$ cat config.mk
export PLATFORM = sky130hd
export DESIGN_NAME = bullet_pool
export DESIGN_NICKNAME = d
export VERILOG_FILES = /design/src/rtl/bullet_pool.sv
export SDC_FILE = /design/constraint.sdc
export NUM_CORES = 1
export LEC_CHECK = 0
export ABC_AREA = 1
export ABC_CLOCK_PERIOD_IN_PS = 3040
export BUFFER_PORTS_ARGS = -buffer_cell sky130_fd_sc_hd__buf_2
export CORE_MARGIN = 4
export CORE_UTILIZATION = 40
export DETAILED_ROUTE_END_ITERATION = 12
export MAX_ROUTING_LAYER = met4
export PLACE_DENSITY = 0.59
export RECOVER_POWER = 100
export SLEW_MARGIN = 10
export SYNTH_ARGS = -nofsm -noshare
export SYNTH_HDL_FRONTEND = slang
export SYNTH_SLANG_ARGS = --single-unit
$ cat constraint.sdc
create_clock -name clk -period 3.04 [get_ports clk]
set_input_delay 0.456 -clock clk [delete_from_list [all_inputs] [get_ports clk]]
set_output_delay 0.456 -clock clk [all_outputs]
set_load 0.005 [all_outputs]
$ cat src/rtl/bullet_pool.sv
// Pool of N_BULLETS projectiles fed by one fire source: edge-triggered spawn with
// frame cooldown, per-frame motion, off-screen/hit retirement and rectangle rendering.
module bullet_pool #(
    parameter int                   N_BULLETS    = 4,
    parameter int                   SCREEN_CORDW = 16,
    parameter int                   COLR_BITS    = 4,
    parameter int                   H_RES        = 640,
    parameter int                   V_RES        = 480,
    parameter int                   BULLET_W     = 4,
    parameter int                   BULLET_H     = 30,
    parameter int                   SPEED        = 8,
    parameter int                   COOLDOWN     = 8,
    parameter bit                   DIR_UP       = 1'b1,
    parameter logic [COLR_BITS-1:0] COLR         = 'hF
) (
    input  logic                                 clk,
    input  logic                                 rst,
    input  logic                                 frame,
    input  logic                                 fire,
    input  logic signed [SCREEN_CORDW-1:0]       origin_x,
    input  logic signed [SCREEN_CORDW-1:0]       origin_y,
    input  logic [N_BULLETS-1:0]                 hit,
    input  logic signed [SCREEN_CORDW-1:0]       screen_x,
    input  logic signed [SCREEN_CORDW-1:0]       screen_y,
    output logic [N_BULLETS-1:0]                 active,
    output logic [N_BULLETS*SCREEN_CORDW-1:0]    bullets_x,
    output logic [N_BULLETS*SCREEN_CORDW-1:0]    bullets_y,
    output logic                                 fired,
    output logic                                 drawing,
    output logic [COLR_BITS-1:0]                 pixel
);

    localparam int CW   = SCREEN_CORDW;
    localparam int CD_W = (COOLDOWN > 0) ? $clog2(COOLDOWN + 1) : 1;

    localparam logic signed [CW:0]   SPEED_E   = (CW+1)'(SPEED);
    localparam logic signed [CW:0]   BH_E      = (CW+1)'(BULLET_H);
    localparam logic signed [CW:0]   BW_E      = (CW+1)'(BULLET_W);
    localparam logic signed [CW:0]   EXIT_DN_E = (CW+1)'(V_RES - SPEED);
    localparam logic signed [CW:0]   HRES_E    = (CW+1)'(H_RES);
    localparam logic signed [CW:0]   VRES_E    = (CW+1)'(V_RES);
    localparam logic signed [CW:0]   ZERO_E    = '0;
    localparam logic signed [CW-1:0] STEP      = CW'(SPEED);

    logic signed [CW-1:0] pos_x [N_BULLETS];
    logic signed [CW-1:0] pos_y [N_BULLETS];
    logic                 fire_q;
    logic                 pending;
    logic [CD_W-1:0]      cooldown;
    logic [N_BULLETS-1:0] exits;
    logic [N_BULLETS-1:0] spawn_sel;
    logic                 spawn;
    logic                 draw_c;
    logic signed [CW:0]   sx_e;
    logic signed [CW:0]   sy_e;

    function automatic logic signed [CW:0] sext(input logic signed [CW-1:0] v);
        return $signed({v[CW-1], v});
    endfunction

    assign sx_e = sext(screen_x);
    assign sy_e = sext(screen_y);

    // One extra bit keeps y + BULLET_H from wrapping near the coordinate limits.
    always_comb begin
        exits = '0;
        for (int i = 0; i < N_BULLETS; i++) begin
            if (DIR_UP) exits[i] = (sext(pos_y[i]) + BH_E) <= SPEED_E;
            else        exits[i] = sext(pos_y[i]) >= EXIT_DN_E;
        end
    end

    // Lowest slot that is free at the start of the cycle; a slot hit this cycle is skipped.
    always_comb begin
        spawn_sel = '0;
        for (int i = N_BULLETS - 1; i >= 0; i--) begin
            if (!active[i] && !hit[i]) begin
                spawn_sel    = '0;
                spawn_sel[i] = 1'b1;
            end
        end
        spawn = frame && pending && (cooldown == '0) && (spawn_sel != '0);
    end

    always_comb begin
        draw_c = 1'b0;
        for (int i = 0; i < N_BULLETS; i++) begin
            if (active[i] &&
                sext(pos_x[i]) <= sx_e && sx_e < sext(pos_x[i]) + BW_E &&
                sext(pos_y[i]) <= sy_e && sy_e < sext(pos_y[i]) + BH_E)
                draw_c = 1'b1;
        end
        // Nothing is drawn while the beam is outside the visible area.
        if (sx_e < ZERO_E || sx_e >= HRES_E || sy_e < ZERO_E || sy_e >= VRES_E)
            draw_c = 1'b0;
    end

    always_comb begin
        bullets_x = '0;
        bullets_y = '0;
        for (int i = 0; i < N_BULLETS; i++) begin
            bullets_x[i*CW +: CW] = pos_x[i];
            bullets_y[i*CW +: CW] = pos_y[i];
        end
    end

    // fire_q resets high so a fire level held through reset is not taken as a new edge.
    always_ff @(posedge clk or negedge rst) begin
        if (!rst) begin
            fire_q   <= 1'b1;
            pending  <= 1'b0;
            cooldown <= '0;
            fired    <= 1'b0;
            drawing  <= 1'b0;
            pixel    <= '0;
            active   <= '0;
            for (int i = 0; i < N_BULLETS; i++) begin
                pos_x[i] <= '0;
                pos_y[i] <= '0;
            end
        end else begin
            fire_q  <= fire;
            fired   <= spawn;
            drawing <= draw_c;
            pixel   <= draw_c ? COLR : '0;

            if (fire && !fire_q) pending <= 1'b1;
            else if (frame)      pending <= 1'b0;

            if (spawn)                          cooldown <= CD_W'(COOLDOWN);
            else if (frame && cooldown != '0)   cooldown <= cooldown - CD_W'(1);

            for (int i = 0; i < N_BULLETS; i++) begin
                if (hit[i] || (frame && active[i] && exits[i])) begin
                    active[i] <= 1'b0;
                end else if (frame && active[i]) begin
                    pos_y[i] <= DIR_UP ? pos_y[i] - STEP : pos_y[i] + STEP;
                end else if (spawn && spawn_sel[i]) begin
                    active[i] <= 1'b1;
                    pos_x[i]  <= origin_x;
                    pos_y[i]  <= origin_y;
                end
            end
        end
    end

endmodule

==> results of run 1 <==
-- path summary, 6_finish.rpt --
check / slack (ns) / from / to / cells after the start
setup / recovery: 0.004 / bullets_x[3] / pixel[2] / 20
hold / removal: 0.09 / fire / fire_q / 1
setup reg to reg: 0.004 / bullets_x[3] / pixel[2] / 20
hold reg to reg: 0.51 / cooldown[1] / cooldown[1] / 2
max in group asynchronous: 0.62 / rst / bullets_y[45] / 2
min in group asynchronous: 0.50 / rst / bullets_x[20] / 1
-- final cells by class --
| cell class | count | area [um2] |
|---|---|---|
| inverters | 315 | 1180 |
| clock buffers | 18 | 439 |
| clock inverters | 14 | 159 |
| well taps | 518 | 648 |
| repair buffers | 349 | 2070 |
| flip-flops and latches | 140 | 3510 |
| fillers | 4041 | 19900 |
| multi-input cells | 1837 | 11100 |
-- cell usage in the layout, fill, tap and decap left out, types with 4 or more instances in the layout --
master,count
nand2_1,663
inv_1,309
ha_1,274
buf_2,190
o21ai_0,169
nor2_1,164
dfrtp_1,138
buf_4,137
nand3_1,115
a21oi_1,114
nand4_1,97
xor2_1,58
nor3_1,36
xnor2_1,21
clkbuf_1,19
clkbuf_16,17
nand3_2,15
nor2_2,13
a21o_1,11
nor4_1,9
o21ai_1,7
nor3_2,7
nand3b_1,6
o21a_1,6
inv_6,6
nand2_2,5
o22ai_1,5
inv_2,4
xnor2_2,4
-- registers in the layout (all words and copies together), names as in the netlist --
name / count
active: 4
pending: 1
pixel: 1
fire_q: 1
fired: 1
bullets_y: 64
cooldown: 4
bullets_x: 64
-- cells in the mapped netlist (7+ instances only) --
library cell	count	area share, %
a21o_1	11	0.52
a21oi_1	115	3.6
buf_2	12	0.38
buf_4	11	0.52
clkbuf_1	32	0.76
dfrtp_1	139	22
ha_1	277	22
inv_1	309	7.3
nand2_1	663	16
nand3_1	127	4.0
nand4_1	97	3.8
nor2_1	171	4.0
nor2_2	7	0.28
nor3_1	43	1.4
nor4_1	9	0.35
o21ai_0	172	5.4
xnor2_1	25	1.4
xor2_1	58	3.2
-- cell families after synthesis --
family          Yosys count  share of synthesized area (%)
compound gates          331                           11.0
xor+xnor                 86                           4.88
fa+ha+maj               277                           21.8
flops                   140                           22.0
simple gates           1143                           30.8
buf+inv                 376                           9.44
-- where the power goes --
part	switching, W	leakage, nW	internal [W]
clock	0.00100	0.289	0.00125
combinational	0.00473	8.39	0.00306
sequential	0.000842	1.90	0.00237
-- through the flow --
stage,worst slack [ns],power [W],TNS [ns]
3_3_place_gp,-0.0635,0.0106,-0.0635
5_1_grt,-0.290,0.0145,-0.290
6_report,0.00377,0.0133,0
4_1_cts,0.00708,0.0131,0
2_1_floorplan,0.299,0.00785,0
3_5_place_dp,-0.0914,0.0108,-0.0914
-- metal layers --
| layer | part of all wire (%) | GRT usage [%] |
|---|---|---|
| met2 | 43 | 43.4 |
| met1 | 48 | 41.5 |
| met4 | 2.8 | 7.52 |
| met5 | 0 | - |
| met3 | 6.4 | 3.63 |
-- what timing repair did --
item | CTS | global route
buffers inserted | 1 | 9
pin swaps | 4 | 27
endpoints found under the setup margin | 1 | 14
gates resized for setup | 18 | 24
==> qor.yml, run 1 <==
postPlaceCellArea_mm2: 0.0183
cp_max_fo: 3
cts_tree: "yes"
yosys_warnings: 0
final_cells: 3191
rows: 72
hold_buffers: 0
synth_nets: 2702
finalCriticalPeriod_ns: 3.04
hpwl_um: 49800
grt_pass1_vias: 15918
clock.fmax_mhz: 329
max_cap_violations: 1
drive_above_1_share_pct: 16.1
grt_usage_pct: 29.0
dieArea_mm2: 0.0430
viasPerCell: 5.40
drv_slew: 67
crit_family: "simple AND/OR/NAND/NOR gates"
insertion_delay_ns: 0.47
diodes: 0
wl_per_cell_um: 19.6
fin_hold_ws_ns: 0.0897
synth_top_flop_cell: "dfrtp_1"
dp.cells: 3149
status: "finished, violations left"
rsz0062_at_grt: "yes"
netlist_instances: 2353
design.final.nets: 3009
chipWidth_um: 207
crit_chain: "ha_2, nand3_2, nand3b_1, nor3_4, nand3_2, nor2_4, xnor2_2, ha_1, nand2_1, inv_1, o21ai_1, nand2_1, nor2_1, nand3_1, xnor2_2, nor2_1, nand3_1, nand3_1, nand2_1, inv_1"
setup_viol: 0
syn_area_mm2: 0.0159
seq_area_frac_synth_pct: 22.0
gp_congestion: 0.961
start_util_pct: 40.8
crit_path_start_kind: "flip-flop"
core_mm2: 0.0390
ioPinCount: 210
htreeDepth: 4
p_leak_nw: 10.6
design_area_mm2: 0.0191
cts_buffer_depth: 2
globalRoute.totalOverflow: 0
initialDrtViolationCount: 1241
holdCritPathClass: "in2reg"
die_h_um: 207
drc: 0
ys_seq_elements: 140
worst_pin_slew_ns: 1.91
ant_nets: 0
dr.pass1.iters: 5
clockRootBuffer: "clkbuf_16"
clock-sinks: 140
failed_checks: "capacitance limit, slew limit"
numCtsBuffers: 17
antenna_found_initial: 1
path_buf_inv: 2
vias: 17239
clock_skew_ns: 0.0184
critPathKind: "reg2reg"
peakVddDrop_mv: 0.492
clkTransAtPathRegs_ns: 0.07
grt_pass1_wl_um: 95500
async_reset_ff_share_pct: 100
synth-edff-count: 0
cpMaxStageDelayCell: "dfrtp_1"
p_per_area_mw_per_mm2: 694
post-route-period-util_pct: 99.9
area_growth_pct: 20.1
crit_path_max_incr_delay_ns: 0.40
relSlewSlack_pct: -27.5
worstPathArrival_ns: 3.38
final_util_pct: 48.9
finalHoldViolCount: 0
io_buffers: 209
cp.required_ns: 3.39
syn_area_per_cell_um2: 6.76
end_kind: "flip-flop"
wl_um: 62500
grt_max_degree: 67
yosys.cell_types.count: 48
No activity file was read; power rests on OpenSTA's default activity.
==> run 2: changes to the inputs <==
--- a/config.mk
+++ b/config.mk
@@ -6,7 +6,7 @@
 export NUM_CORES = 1
 export LEC_CHECK = 0
 export ABC_AREA = 1
-export ABC_CLOCK_PERIOD_IN_PS = 3040
+export ABC_CLOCK_PERIOD_IN_PS = 3200
 export BUFFER_PORTS_ARGS = -buffer_cell sky130_fd_sc_hd__buf_2
 export CORE_MARGIN = 4
 export CORE_UTILIZATION = 40
@@ -14,7 +14,6 @@
 export MAX_ROUTING_LAYER = met4
 export PLACE_DENSITY = 0.59
 export RECOVER_POWER = 100
-export SLEW_MARGIN = 10
 export SYNTH_ARGS = -nofsm -noshare
 export SYNTH_HDL_FRONTEND = slang
 export SYNTH_SLANG_ARGS = --single-unit
==> constraint.sdc (replaced) <==
create_clock -name clk -period 3.2 [get_ports clk]
set_input_delay 0.48 -clock clk [delete_from_list [all_inputs] [get_ports clk]]
set_output_delay 0.48 -clock clk [all_outputs]
set_load 0.005 [all_outputs]
==> qor.yml, run 2 (synthesized netlist as in run 1, its figures left out) <==
crit_path_max_incr_delay_ns: 0.41
insertion_delay_ns: 0.47
p_leak_nw: 10.5
wl_per_cell_um: 19.9
tns_ns: 0
grt_usage_pct: 29.3
antenna_found_initial: 1
multiInputGateArea_mm2: 0.0112
dieArea_mm2: 0.0430
cpMaxStageDelayCell: "dfrtp_1"
ant_nets: 0
crit_family: "simple AND/OR/NAND/NOR gates"
path_buf_inv: 3
clock_skew_ns: 0.0163
grt_pass1_wl_um: 96300
grt_max_degree: 60
seqPwrFrac_pct: 24.7
grt_pass1_vias: 15795
failed_checks: "capacitance limit, slew limit"
rows: 72
power_frac_comb_pct: 56.7
clkPwrFrac_pct: 18.6
p_sw_w: 0.00617
switching_share_pct: 48.7
worst_pin_slew_ns: 1.60
design.final.nets: 2983
gp_congestion: 0.985
die_h_um: 207
status: "finished, violations left"
area_growth_pct: 19.9
mostFrequentLayoutCell: "nand2_1"
critPathKind: "reg2reg"
crit_path_start_kind: "flip-flop"
viasPerCell: 5.38
htreeDepth: 4
initialDrtViolationCount: 1492
drc: 0
post-route-period-util_pct: 98.5
fin_hold_ws_ns: 0.121
end_kind: "flip-flop"
globalRoute.totalOverflow: 0
clockRootBuffer: "clkbuf_16"
core_mm2: 0.0390
holdCritPathClass: "in2reg"
crit_chain: "nand3_1, inv_1, nand3_2, nor3b_4, nand4_1, nor2_2, xnor2_1, ha_1, nand2_1, inv_1, nand3_1, nor2_2, nand4_1, nand3_1, xnor2_2, nor2_1, nand3_1, nand3_1, nand2_1, inv_1"
worstPathArrival_ns: 3.51
drv_slew: 59
chipWidth_um: 207
cts_tree: "yes"
fillers: 3971
regArea_mm2: 0.00351
clkTransAtPathRegs_ns: 0.07
p_per_area_mw_per_mm2: 664
clock-sinks: 140
cp_max_fo: 4
clock.fmax_mhz: 317
peakVddDrop_mv: 0.530
io_buffers: 209
hpwl_um: 49100
max_cap_violations: 1
p_int_w: 0.00649
numCtsBuffers: 17
rsz0062_at_grt: "yes"
layout_common_cells: "nand2_1, inv_1, ha_1, buf_2, o21ai_0"
ioPinCount: 210
setup_viol: 0
finalHoldViolCount: 0
dr.pass1.iters: 5
start_util_pct: 40.8
cp_common_cell: "nand3_1"
drive_above_1_share_pct: 15.9
finalCriticalPeriod_ns: 3.15
wl_um: 63100
cts_buffer_depth: 2
cp.required_ns: 3.56
vias: 17033
relSlewSlack_pct: -6.39
run 2: final timing paths:
kind / from / endpoint / slack (ns) / cells past startpoint
min: fire / fire_q / 0.12 / 1
max in group asynchronous: rst / bullets_y[39] / 1.32 / 2
max: bullets_x[20] / pixel[2] / 0.05 / 20
min in group asynchronous: rst / bullets_x[52] / 0.43 / 1
min reg2reg: fire_q / pending / 0.51 / 1
max reg2reg: bullets_x[20] / pixel[2] / 0.05 / 20
run 2: timing repair:
action | CTS | global route
gates resized for setup | 2 | 77
pin swaps | 0 | 34
setup buffers | 0 | 30
endpoints found under the setup margin | 1 | 1
hold buffers | 0 | 0
run 2: power groups by stage:
stage                     clock network, W  logic, W  registers, W
after floorplan                          0   0.00453       0.00292
after CTS                          0.00239   0.00700       0.00308
after global routing               0.00245   0.00825       0.00320
after global placement                   0   0.00683       0.00309
after detailed placement                 0   0.00695       0.00310
final                              0.00235   0.00718       0.00313
run 2: layer usage:
metal  track usage [%]  vias up  part of all wire [%]
met5                 -        -                     0
met4              7.82        0                   2.3
met3              4.76      101                   7.5
met2              43.3      637                    43
met1              41.7     7965                    47
li1                  -     8330                     -
run 2: cell type report:
| cell class | count | share of cell area (%) |
|---|---|---|
| inverter | 315 | 6.20 |
| multi-input combinational | 1837 | 58.7 |
| clock buffer | 19 | 2.38 |
| antenna | 3 | 0.0394 |
| sequential | 140 | 18.4 |
| tap | 518 | 3.40 |
| timing repair buffer | 323 | 9.74 |
| clock inverter | 13 | 1.11 |
run 2: worst reg2reg max path: stages (launching register included):
cell and delay (ns):
dfrtp_1 0.41, nand3_1 0.15, inv_1 0.09, nand3_2 0.14, nor3b_4 0.30, nand4_1 0.25
nor2_2 0.20, xnor2_1 0.08, ha_1 0.29, nand2_1 0.05, inv_1 0.08, nand3_1 0.10
nor2_2 0.17, nand4_1 0.11, nand3_1 0.15, xnor2_2 0.13, nor2_1 0.07, nand3_1 0.09
nand3_1 0.10, nand2_1 0.07, inv_1 0.04
run 2: per-stage QoR:
| step | cells | worst slack [ns] | instance area [um2] | power, W | util [%] |
|---|---|---|---|---|---|
| after global placement | 3103 | 0.0973 | 17900 | 0.00992 | 46.0 |
| after detailed placement | 3103 | 0.0183 | 17900 | 0.0101 | 46.0 |
| after floorplan | 2353 | 0.459 | 15900 | 0.00745 | - |
| after CTS | 3135 | 0.00965 | 18600 | 0.0125 | 47.7 |
| after global routing | 3166 | -0.132 | 19100 | 0.0139 | 48.8 |
| final | 3168 | 0.0490 | 19100 | 0.0127 | 48.9 |
